### config.mk
export PLATFORM = sky130hd
export DESIGN_NAME = mdio_mem_rd_ctrl
export DESIGN_NICKNAME = d
export VERILOG_FILES = /design/src/rtl/mdio_rd_pkg.sv /design/src/rtl/mdio_lane_mux.sv /design/src/rtl/mdio_mem_rd_ctrl.sv
export SDC_FILE = /design/constraint.sdc
export NUM_CORES = 1
export LEC_CHECK = 0
export CAP_MARGIN = 20
export CORE_AREA = 4 4 509 511
export DETAILED_ROUTE_END_ITERATION = 7
export DIE_AREA = 0 0 513 515
export PLACE_DENSITY = 0.42
export SYNTH_ARGS = -nofsm -noshare
export SYNTH_HDL_FRONTEND = slang
export SYNTH_HIERARCHICAL = 1
export SYNTH_SLANG_ARGS = --single-unit
### constraint.sdc
create_clock -name clk -period 2.6 [get_ports clk]
set_input_delay 0.39 -clock clk [delete_from_list [all_inputs] [get_ports clk]]
set_output_delay 0.39 -clock clk [all_outputs]
set_load 0.05 [all_outputs]
### src/rtl/mdio_rd_pkg.sv
// rtl/mdio_rd_pkg.sv - shared types and default sizes for the MDIO capture-memory read path
package mdio_rd_pkg;

    localparam int DEF_NUM_BANK = 24;
    localparam int DEF_LANES    = 4;
    localparam int DEF_LANE_W   = 9;
    localparam int DEF_ADDR_W   = 15;

    // Wide enough for RD_LAT up to 7
    localparam int LAT_CNT_W = 3;

    typedef enum logic [1:0] {
        ST_IDLE,
        ST_ISSUE,
        ST_WAIT,
        ST_CAPT
    } rd_state_e;

endpackage

### src/rtl/mdio_lane_mux.sv
// rtl/mdio_lane_mux.sv - combinational NUM_BANK x LANES lane selector over packed bank read data
module mdio_lane_mux
    import mdio_rd_pkg::*;
#(
    parameter int NUM_BANK = DEF_NUM_BANK,
    parameter int LANES    = DEF_LANES,
    parameter int LANE_W   = DEF_LANE_W,
    parameter int BANK_W   = (NUM_BANK > 1) ? $clog2(NUM_BANK) : 1,
    parameter int LSEL_W   = (LANES > 1) ? $clog2(LANES) : 1
) (
    input  logic [BANK_W-1:0]                bank_i,
    input  logic [LSEL_W-1:0]                lane_i,
    input  logic [NUM_BANK*LANES*LANE_W-1:0] din_i,
    output logic [LANE_W-1:0]                lane_data_o
);

    always_comb begin
        lane_data_o = '0;
        for (int b = 0; b < NUM_BANK; b++) begin
            for (int l = 0; l < LANES; l++) begin
                if (bank_i == BANK_W'(b) && lane_i == LSEL_W'(l)) begin
                    lane_data_o = din_i[(b*LANES+l)*LANE_W +: LANE_W];
                end
            end
        end
    end

endmodule

### src/rtl/mdio_mem_rd_ctrl.sv
// rtl/mdio_mem_rd_ctrl.sv - MDIO read controller for ADC capture banks; MDIO_RD_AUTOINC_EN adds pointer auto-increment
module mdio_mem_rd_ctrl
    import mdio_rd_pkg::*;
#(
    parameter int NUM_BANK = DEF_NUM_BANK,
    parameter int LANES    = DEF_LANES,
    parameter int LANE_W   = DEF_LANE_W,
    parameter int ADDR_W   = DEF_ADDR_W,
    parameter int RD_LAT   = 1,
    parameter int SEL_W    = $clog2(NUM_BANK * LANES)
) (
    input  logic                             clk,
    input  logic                             rstn,
    input  logic                             rd_en,
    input  logic [SEL_W-1:0]                 cfg_lane_max,
    input  logic                             rd_req,
    input  logic [SEL_W-1:0]                 rd_lane_sel,
    input  logic [ADDR_W-1:0]                rd_addr,
    input  logic                             rd_autoinc,
    output logic [NUM_BANK-1:0]              mem_chip_en,
    output logic [NUM_BANK*ADDR_W-1:0]       mem_addr,
    input  logic [NUM_BANK*LANES*LANE_W-1:0] mem_din,
    output logic [LANE_W-1:0]                rd_data,
    output logic                             rd_data_vld,
    output logic                             rd_busy,
    output logic                             rd_err,
    output logic                             rd_done
);

    localparam int BANK_W = (NUM_BANK > 1) ? $clog2(NUM_BANK) : 1;
    localparam int LSEL_W = (LANES > 1) ? $clog2(LANES) : 1;
    localparam int NSEL   = NUM_BANK * LANES;

    rd_state_e                  state_q;
    logic [LAT_CNT_W-1:0]       cnt_q;
    logic [SEL_W-1:0]           sel_q, lmax_q;
    logic [ADDR_W-1:0]          addr_q;
    logic [NUM_BANK-1:0]        chip_en_q;
    logic [NUM_BANK*ADDR_W-1:0] mem_addr_q;
    logic [LANE_W-1:0]          rd_data_q, lane_data;
    logic                       vld_q, err_q, done_q;

    logic [SEL_W-1:0]           req_sel;
    logic [ADDR_W-1:0]          req_addr;
    logic [BANK_W-1:0]          req_bank, cap_bank;
    logic [LSEL_W-1:0]          cap_lane;
    logic                       req_bad;

`ifdef MDIO_RD_AUTOINC_EN
    logic [SEL_W-1:0]  sel_ptr_q, sel_ptr_d;
    logic [ADDR_W-1:0] addr_ptr_q, addr_ptr_d;

    // Pointer always advances one word past the captured request, walking lanes after the last word
    always_comb begin
        sel_ptr_d  = sel_q;
        addr_ptr_d = addr_q + ADDR_W'(1);
        if (&addr_q) begin
            sel_ptr_d = (sel_q >= lmax_q) ? '0 : sel_q + SEL_W'(1);
        end
    end

    assign req_sel  = rd_autoinc ? sel_ptr_q  : rd_lane_sel;
    assign req_addr = rd_autoinc ? addr_ptr_q : rd_addr;
`else
    logic unused_autoinc;
    assign unused_autoinc = rd_autoinc;
    assign req_sel        = rd_lane_sel;
    assign req_addr       = rd_addr;
`endif

    assign req_bad  = (int'(req_sel) >= NSEL) || (req_sel > cfg_lane_max);
    assign req_bank = BANK_W'(req_sel / SEL_W'(LANES));
    assign cap_bank = BANK_W'(sel_q / SEL_W'(LANES));
    assign cap_lane = LSEL_W'(sel_q % SEL_W'(LANES));

    mdio_lane_mux #(
        .NUM_BANK (NUM_BANK),
        .LANES    (LANES),
        .LANE_W   (LANE_W),
        .BANK_W   (BANK_W),
        .LSEL_W   (LSEL_W)
    ) u_lane_mux (
        .bank_i      (cap_bank),
        .lane_i      (cap_lane),
        .din_i       (mem_din),
        .lane_data_o (lane_data)
    );

    always_ff @(posedge clk or negedge rstn) begin
        if (!rstn) begin
            state_q    <= ST_IDLE;
            cnt_q      <= '0;
            sel_q      <= '0;
            lmax_q     <= '0;
            addr_q     <= '0;
            chip_en_q  <= '0;
            mem_addr_q <= '0;
            rd_data_q  <= '0;
            vld_q      <= 1'b0;
            err_q      <= 1'b0;
            done_q     <= 1'b0;
`ifdef MDIO_RD_AUTOINC_EN
            sel_ptr_q  <= '0;
            addr_ptr_q <= '0;
`endif
        end else if (!rd_en) begin
            state_q    <= ST_IDLE;
            cnt_q      <= '0;
            chip_en_q  <= '0;
            mem_addr_q <= '0;
            rd_data_q  <= '0;
            vld_q      <= 1'b0;
            err_q      <= 1'b0;
            done_q     <= 1'b0;
`ifdef MDIO_RD_AUTOINC_EN
            sel_ptr_q  <= '0;
            addr_ptr_q <= '0;
`endif
        end else begin
            chip_en_q  <= '0;
            mem_addr_q <= '0;
            vld_q      <= 1'b0;
            case (state_q)
                ST_IDLE: begin
                    if (rd_req) begin
                        sel_q  <= req_sel;
                        addr_q <= req_addr;
                        lmax_q <= cfg_lane_max;
                        if (req_bad) begin
                            err_q <= 1'b1;
                        end else begin
                            err_q   <= 1'b0;
                            state_q <= ST_ISSUE;
                            for (int b = 0; b < NUM_BANK; b++) begin
                                chip_en_q[b] <= (req_bank == BANK_W'(b));
                                mem_addr_q[b*ADDR_W +: ADDR_W] <=
                                    (req_bank == BANK_W'(b)) ? req_addr : '0;
                            end
                        end
                    end
                end
                ST_ISSUE: begin
                    if (RD_LAT == 1) begin
                        state_q <= ST_CAPT;
                    end else begin
                        state_q <= ST_WAIT;
                        cnt_q   <= LAT_CNT_W'(RD_LAT - 2);
                    end
                end
                ST_WAIT: begin
                    if (cnt_q == '0) state_q <= ST_CAPT;
                    else             cnt_q   <= cnt_q - LAT_CNT_W'(1);
                end
                ST_CAPT: begin
                    rd_data_q <= lane_data;
                    vld_q     <= 1'b1;
                    state_q   <= ST_IDLE;
                    if (sel_q == lmax_q && &addr_q) done_q <= 1'b1;
`ifdef MDIO_RD_AUTOINC_EN
                    sel_ptr_q  <= sel_ptr_d;
                    addr_ptr_q <= addr_ptr_d;
`endif
                end
                default: state_q <= ST_IDLE;
            endcase
        end
    end

    assign mem_chip_en = chip_en_q;
    assign mem_addr    = mem_addr_q;
    assign rd_data     = rd_data_q;
    assign rd_data_vld = vld_q;
    assign rd_busy     = (state_q != ST_IDLE);
    assign rd_err      = err_q;
    assign rd_done     = done_q;

endmodule
Word level (Yosys, flattened, before mapping)

Index checks and enable logic that the tools add are counted.
W data, S select, Z words.

Bits in registers: 430
Bits of input ports: 898
Word-level logic and storage cells: 333

Add/subtract/negate cells: 1
Magnitude comparators: 2
Equal/unequal tests: 62
Muxes and demuxes: 147
Reduce and logical (&&, ||, !) cells: 110

Operators with widths:

| cell                 | count |
|---|---|
| $mux W360            | 4 |
| $mux W9              | 98 |
| $mux W15             | 24 |
| $logic_and A1 B1 Y1  | 97 |
| $mux W24             | 4 |
| $eq A5 B4 Y1 const B | 16 |
| $eq A5 B5 Y1 const B | 16 |
| $eq A5 B3 Y1 const B | 8 |
| $eq A5 B2 Y1 const B | 4 |
| $reduce_and A15 Y1   | 1 |
| $eq A5 B1 Y1 const B | 2 |
| $logic_not A5 Y1     | 2 |
| $ne A2 B1 Y1 const B | 5 |
| $mux W1              | 9 |
| $mux W3              | 3 |
| $ne A3 B3 Y1 const B | 3 |
| $eq A2 B2 Y1 const B | 4 |
| $mux W2              | 4 |
| $pmux W2 S4          | 1 |
| $eq A7 B7 Y1         | 1 |
| $ge A7 B7 Y1 const B | 1 |
| $gt A7 B7 Y1         | 1 |
| $reduce_and A2 Y1    | 3 |
| $reduce_and A3 Y1    | 2 |
| other kinds (7)      | 9 |

Longest topological paths before layout

Gate-level depths: netlist (run 1).

Depth in word-level cells: 100
Mapped depth: 15
Mapped depth without buffers: 10

By module

Netlist (run 1), hierarchy kept.

Modules (own cells, without submodules):

| module           | instances | cells each | area an instance (µm²) |
|---|---|---|---|
| mdio_mem_rd_ctrl | 1         | 1,140      | 14,182.4 |
| mdio_lane_mux    | 1         | 1,843      | 12,047.8 |

Least setup slack after synthesis (run 1)

OpenSTA, ideal clock, no wires.

Path kind: register to register
Start point: register sel_q[5]
End point: register rd_data_q[8] (netlist: rd_data[8])
Library setup time: 0.120 ns
Arrival: 2.435 ns
Required time: 2.480 ns
Slack: 0.045 ns
Cell stages (with the launch flop): 13
Path buffers: 2
Path through: dfrtp_1 -> buf_6 -> or4b_1 -> clkbuf_1 -> a211o_1 -> a221oi_2 -> a211oi_1 -> a2111oi_2 -> nor4_1 -> o21ai_1 -> a21oi_1 -> mux2i_1 -> nor2_1

Cells in the longest elaborated chain, start to end: 100
Elaborated cells on any way between the ends: 218
Those cells by class: eq/ne: 23; mux: 98; reduce/logical: 97

Ends and longest elaborated chain:

| item                   | RTL line                | RTL |
|---|---|---|
| from (decl)            | mdio_mem_rd_ctrl.sv:36  | `logic [SEL_W-1:0] sel_q, lmax_q;` |
| from (signal assigned) | mdio_mem_rd_ctrl.sv:126 | `sel_q <= req_sel;` |
| $logic_not A5 Y1       | mdio_lane_mux.sv:21     | `if (bank_i == BANK_W'(b) && lane_i == LSEL_W'(l)) begin` |
| $logic_and A1 B1 Y1    | mdio_lane_mux.sv:21     |  |
| $mux W9 (95 in a row)  | mdio_lane_mux.sv:21     |  |
| $mux W9 *              | mdio_lane_mux.sv:21     |  |
| via lane_data[8]       | mdio_mem_rd_ctrl.sv:40  | `logic [LANE_W-1:0] rd_data_q, lane_data;` |
| $mux W9 *              | mdio_mem_rd_ctrl.sv:123 | `case (state_q)` |
| $mux W9 *              | mdio_mem_rd_ctrl.sv:106 | `end else if (!rd_en) begin` |
| to (signal assigned)   | mdio_mem_rd_ctrl.sv:155 | `rd_data_q <= lane_data;` |
| to (decl)              | mdio_mem_rd_ctrl.sv:40  |  |

Mark *: on every way through the listed nets, which the timed path passes. The rest lies on a longest branch. The select of a mux whose other input is x is not followed.
A chain may end at the register's enable or synchronous reset.

Worst setup path after layout (run 1)

Start point: register sel_q[2]
End point: register rd_data_q[7] (netlist: rd_data[7])

The elaborated chain is that of the path after synthesis.

==> results of run 1 <==
[registers in the layout, summed over array words and instances (netlist names)]
signal       cells
addr_q          15
cnt_q            3
lmax_q           7
mem_addr       360
mem_chip_en     24
rd_data          9
rd_data_vld      1
rd_done          1
rd_err           1
sel_q            7
state_q          2
[per-layer routing]
metal	track usage [%]	part of all wire, %	vias to the layer above
met4	7.12	3.8	32
met5	0	0.080	-
met1	22.0	38	17021
met3	5.65	7.8	373
li1	-	-	14846
met2	35.7	51	1671
[power by group]
| part | switching, mW | internal [mW] |
|---|---|---|
| registers | 0.165 | 6.89 |
| logic | 11.6 | 8.73 |
| clock network | 3.29 | 4.55 |
| total | 15.0 | 20.2 |
[path summary, 6_finish.rpt]
kind                            endpoint  slack, ns  cells after the start
setup / recovery              rd_data[7]       -1.0                     16
hold / removal             mem_addr[343]       0.26                      2
setup reg to reg              rd_data[7]       -1.0                     16
hold reg to reg               addr_q[14]       0.48                      2
max in group asynchronous   mem_addr[52]       1.37                      4
min in group clk               lmax_q[0]       0.36                      3
[final cells by class]
class                      count  area, um2
antenna                       37       92.6
multi-input combinational   2255      15000
sequential                   430      10800
clock inverter                24        350
clock buffer                  70       1490
tap                         3366       4210
timing repair buffer        2164      20800
inverter                      27        110
fill                       28037     201000
[through the flow]
step	setup slack [ns]	instance area [um2]	hold slack, ns	total power [mW]
2_1_floorplan	0.0452	26200	0.0944	14.1
3_3_place_gp	-2.38	49000	0.354	25.8
3_5_place_dp	-2.34	49100	0.354	25.7
4_1_cts	-1.05	52300	0.214	35.2
5_1_grt	-1.05	52900	0.268	36.6
6_report	-0.998	52900	0.256	35.2
[cell families after synthesis]
logic type	count (synthesis)
buf+inv	298
flops	430
fa+ha+maj	12
simple gates	1203
mux	187
compound gates	844
xor+xnor	9
[what timing repair did]
item	CTS	global route
setup endpoints to repair	9	9
pin swaps	43	50
gates cloned	1	0
buffers inserted	47	17
hold buffers	1	0
gates resized for setup	201	91
endpoints found under the hold margin	43	0
[cells in the final DEF (no fill, tap or decap), types with 12 or more instances in the layout]
cell type        netlist  layout
nor3_2                15      28
buf_6                 32      45
a31oi_1               33      29
ha_1                  12      12
mux4_2                19      19
dfrtp_1              430     423
inv_1                 25      24
buf_12                 0      89
nand2b_1              28      21
o21ai_0              201     188
nor3_1               166     149
a21oi_1              176     163
buf_4                 51     741
nor2_1               454     445
and3_1                14      13
a22oi_1               29      28
nand2_2               15      28
nor2b_1               24      19
a221oi_1              22      19
mux2_2                64      64
nand3_1               52      50
nor4_1                21      12
a211oi_1              31      23
diode_2                0      37
clkbuf_16              0      51
o211ai_1              19      19
o32ai_1               29      22
a211o_1               19      17
nand4_1               22      22
nand2_1              303     285
a21oi_2                0      12
clkbuf_8               0      14
a21o_1                19      19
o221ai_1              28      23
clkdlybuf4s50_1        0    1277
o22ai_1               68      61
mux2i_1              104     102
==> results.md, run 1 <==
- Status: finished with violations
- Failing checks: negative setup slack
- Post-Synth Adder-Cell Area: 0.572%
- Crit path cell chain: buf_12 > buf_6 > or4b_4 > nor2_1 > buf_4 > a21oi_1 > o21ai_0 > o311ai_0 > buf_4 > a211oi_4 > buf_6 > o21ai_4 > buf_4 > a31oi_1 > mux2i_1 > nor2_1
- Tmin final: 3.60 ns
- Kind of critical path: flip-flop to flip-flop
- DRC: 0
- Post-synthesis sequential area ratio: 41.0%
- CTS Buffer Depth: 3
- Crit path arrival time: 4.18 ns
- Synthesis-to-layout area growth: 102%
- Critical Path RT: 3.18 ns
- Die span in x: 513 um
- # port buffers: 1293
- Tcrit/Tclk final: 138%
- First-pass GRT wire length: 353000 um
- I/O Pins: 1295
- Final WS setup: -0.998 ns
- Setup crit start: sel_q[2]
- Max Cap Viol: 0
- Post-synth top area cell: dfrtp_1
- CTS buffer count: 51
- Post-Synth XOR/XNOR Area: 0.301%
- Netlist cell types: 105
- Setup violations, final: 9
- Synth warn: 6
- Crit path capture type: flip-flop
- Delay-heaviest family, CP: compound AO/OA/AOI/OAI gates
- R2R Path Start: sel_q[2]
- CP most frequent cell: buf_4
- Slew @ Worst Pin: 0.751 ns
- CTS Sinks: 430
- Syn nets: 3893
- Vias: 33943
- Pwr/cell area: 665 mW/mm2
- Share of synthesized flip-flops with an asynchronous set or reset: 100%
- Post-synthesis compound-gate area fraction: 21.5%
- Synth Instances: 2983
- Router iterations before antenna repair: 6
- Finished Core Util: 20.8%
- Largest net degree at the start of global routing: 70
- Mapped Area: 0.0262 mm2
- Initial antenna violation count: 125
- Synth Area in Simple Gates: 21.8%
- Die H: 515 um
- Initial Utilization: 10.3%
- Iteration-0 DRC Markers: 2472
- Post-synth EDFFs: 0
- Hold Fails Final Rpt: 0
- Inst Count DP: 8186
- Register bit total from synthesis: 430
- Share of cells above drive strength 1: 26.5%
- Final Wtd Congestion: 0.935
- WL final: 274000 um
- Final Non-Filler Cells: 8373
- Sum Neg Setup Slack: -7.34 ns
- Die Footprint: 0.264 mm2
- Most used DFF post-synth: dfrtp_1
- Largest cells by area after synthesis: dfrtp_1, nor2_1, nand2_1, mux2i_1, o21ai_0
- Total global-route track usage: 19.8%
- Main combinational cell family by area after synthesis: simple AND/OR/NAND/NOR gates
- Clk slew on worst S/H paths: 0.07 ns
- Vias in the first global route: 35896
- Via density: 4.05
- CTS root buf: clkbuf_16
- Mux share of post-synthesis cell area: 8.35%
- Core ar.: 0.254 mm2
- Antenna Nets Post-Route: 0
- CP Launch Type: flip-flop
- CP max stage cell: or4b_4
- IR drop worst, VDD: 0.507 mV
- Worst Path Buf+Inv: 6
- Worst hold-check path type: input port to async pin
- Clk_skew: 0.0355 ns
- Share of the synthesized area in the top cell type: 41.0%
- Fin. max-slew vios: 0
- CTS tree: built
- RSZ-0062 raised after global routing: true
- Syn Area/Cell: 8.79 um2
- H-tree levels: 2
- Fmax: 278 MHz
- Slowest stage delay, CP: 0.52 ns
- Count leader, synth: nor2_1
- Worst-skew pair later-pin latency: 0.65 ns
- Synth cell count leaders: nor2_1, dfrtp_1, nand2_1, o21ai_0, a21oi_1
- LEAKAGE: 20.9 nW
- Row count: 185
- Critical path peak fanout: 7
- DR WL/cell: 32.7 um
- GR Overflow Total: 0
- Nets: 5839
- Slew headroom: 49.4%
- HPWL Detailed: 234000 um
Note: power is estimated with default switching activity, not from simulation.
==> run 2: changes to the inputs <==
--- a/config.mk
+++ b/config.mk
@@ -10,6 +10,8 @@
 export DETAILED_ROUTE_END_ITERATION = 7
 export DIE_AREA = 0 0 513 515
 export PLACE_DENSITY = 0.42
+export SKIP_LAST_GASP = 1
+export SLEW_MARGIN = 20
 export SYNTH_ARGS = -nofsm -noshare
 export SYNTH_HDL_FRONTEND = slang
 export SYNTH_HIERARCHICAL = 1
==> run 2 against run 1 <==
The run still ends with negative setup slack left; critical path depth is 2 lower; first-iteration DRC count is 5.7% higher; core utilization is 0.14 points lower; via count is 0.29% higher; sequential share of layout area is 0.13 points higher; global-route usage is 0.082 points higher; setup slack better by 0.092 ns; total power is 2.4% lower; die area stayed put; flip-flop and latch count stayed put; critical path type unchanged; largest cell class unchanged; highest routed layer unchanged.
==> results.md, run 2 (same netlist as run 1, synthesis figures left out) <==
- Vias: 34041
- CP max stage cell: dfrtp_4
- Most common cell after layout, fill and taps aside: clkdlybuf4s50_1
- # port buffers: 1293
- Worst hold-check path type: input port to async pin
- Tmin final: 3.51 ns
- Clk_skew: 0.0402 ns
- Finished Core Util: 20.7%
- Crit path cell chain: buf_12 > buf_4 > buf_4 > nor2b_4 > buf_6 > buf_12 > nand2_1 > o21ai_0 > o221ai_1 > a211o_1 > a311o_1 > o221ai_2 > mux2i_1 > nor2_1
- DRC: 0
- Core ar.: 0.254 mm2
- LEAKAGE: 20.8 nW
- Iteration-0 DRC Markers: 2612
- Path depth of the worst reg2reg path: 14
- Hold Fails Final Rpt: 0
- GR Overflow Total: 0
- Initial Utilization: 10.3%
- CTS tree: built
- Die span in x: 513 um
- Initial antenna violation count: 123
- Fin. max-slew vios: 0
- First-pass GRT wire length: 356000 um
- CP Launch Type: flip-flop
- CTS Sinks: 430
- IR drop worst, VDD: 0.526 mV
- Synthesis-to-layout area growth: 100%
- Tot Pwr: 34.4 mW
- Final Wtd Congestion: 0.935
- Crit path capture type: flip-flop
- Total global-route track usage: 19.9%
- CTS Buffer Depth: 3
- Post-DP Area: 0.0490 mm2
- Flop2flop setup slack: -0.91 ns
- Critical path peak fanout: 17
- WL final: 275000 um
- Vias in the first global route: 36195
- Status: finished with violations
- Router iterations before antenna repair: 6
- Nets: 5832
- Tcrit/Tclk final: 135%
- Share of cells above drive strength 1: 26.0%
- Row count: 185
- DR WL/cell: 32.9 um
- CTS root buf: clkbuf_16
- H-tree levels: 2
- Fmax: 285 MHz
- Clk slew on worst S/H paths: 0.07 ns
- Slowest stage delay, CP: 0.52 ns
- RR Endpoint: rd_data[5]
- Slew @ Worst Pin: 0.792 ns
- Sum Neg Setup Slack: -7.22 ns
- Largest net degree at the start of global routing: 70
- Antenna Nets Post-Route: 0
- RSZ-0062 raised after global routing: true
- Final WS setup: -0.906 ns
- Setup violations, final: 9
- Max reg flops: 360
- Failing checks: negative setup slack
- Via density: 4.07
- Crit path arrival time: 4.06 ns
- Kind of critical path: flip-flop to flip-flop
- Critical Path RT: 3.15 ns
- R2R Path Start: sel_q[0]
- HPWL Detailed: 235000 um
- Worst-skew pair later-pin latency: 0.65 ns
- CTS buffer count: 49
- Die H: 515 um
- Fill count: 28066
- Slew headroom: 46.4%
- Max Cap Viol: 0
- Most frequent cells in the layout: clkdlybuf4s50_1, buf_4, nor2_1
- Cell area after layout: 0.0525 mm2
- I/O Pins: 1295
- Pwr/cell area: 654 mW/mm2
- Die Footprint: 0.264 mm2
run 2: changes by cell type in the layout (fill, tap and decap cells not counted), moves of 4 or more:
cell / before / now
a21oi_1: 163 / 168
clkbuf_8: 14 / 5
a21oi_2: 12 / 8
buf_6: 45 / 39
buf_4: 741 / 737
clkbuf_1: 5 / 12
inv_6: 3 / 8
clkinvlp_4: 6 / 0
run 2: area by class of cell:
cell class	instances	area (um2)	share of cell area [%]
sequential	430	10800	20.5
antenna	39	97.6	0.186
timing repair buffer	2159	20900	39.7
inverter	27	111	0.212
multi-input combinational	2255	14900	28.3
clock buffer	66	1340	2.55
tap	3366	4210	8.01
clock inverter	19	231	0.440
run 2: how the worst max path moves through the flow:
stage | to | from | cells past startpoint
after detailed placement | rd_data[7] | sel_q[0] | 15
after global placement | rd_data[7] | sel_q[0] | 15
final | rd_data[5] | sel_q[0] | 14
after CTS | rd_data[7] | sel_q[0] | 16
after floorplan | rd_data[8] | sel_q[5] | 12
after global routing | rd_data[4] | sel_q[0] | 15
run 2: stage by stage:
| step | std cells | hold slack, ns | setup slack (ns) |
|---|---|---|---|
| 2_1_floorplan | 2983 | 0.0944 | 0.0452 |
| 3_3_place_gp | 8182 | 0.354 | -2.38 |
| 3_5_place_dp | 8182 | 0.353 | -2.33 |
| 4_1_cts | 8309 | 0.234 | -1.08 |
| 5_1_grt | 8350 | 0.283 | -0.961 |
| 6_report | 8361 | 0.269 | -0.906 |
run 2: power breakdown:
part	internal (mW)	switching, mW	leakage, nW
combinational	8.67	11.6	14.1
sequential	6.88	0.171	5.95
clock	3.87	3.20	0.773
run 2: repair_timing:
item / CTS / global route
cloned: 1 / 2
pin swaps: 60 / 47
gates resized for setup: 177 / 95
buffers inserted: 45 / 14
setup endpoints to repair: 9 / 9
hold buffers: 1 / 0
endpoints found under the hold margin: 43 / 0
run 2: layer usage:
metal	routed length, um	part of all wire, %	up-vias	global-route usage [%]
li1	-	-	14825	-
met1	104000	38	17113	22.2
met2	140000	51	1696	36.0
met3	21300	7.8	377	5.57
met4	10400	3.8	30	6.90
met5	207	0.075	-	0
run 2: worst max-delay path: cells and delay by family, from the launching register on:
kind            cells  cell delay (ns)
simple gates        3             0.42
buf+inv             5             0.83
compound gates      5             1.48
flops               1             0.52
mux                 1             0.11
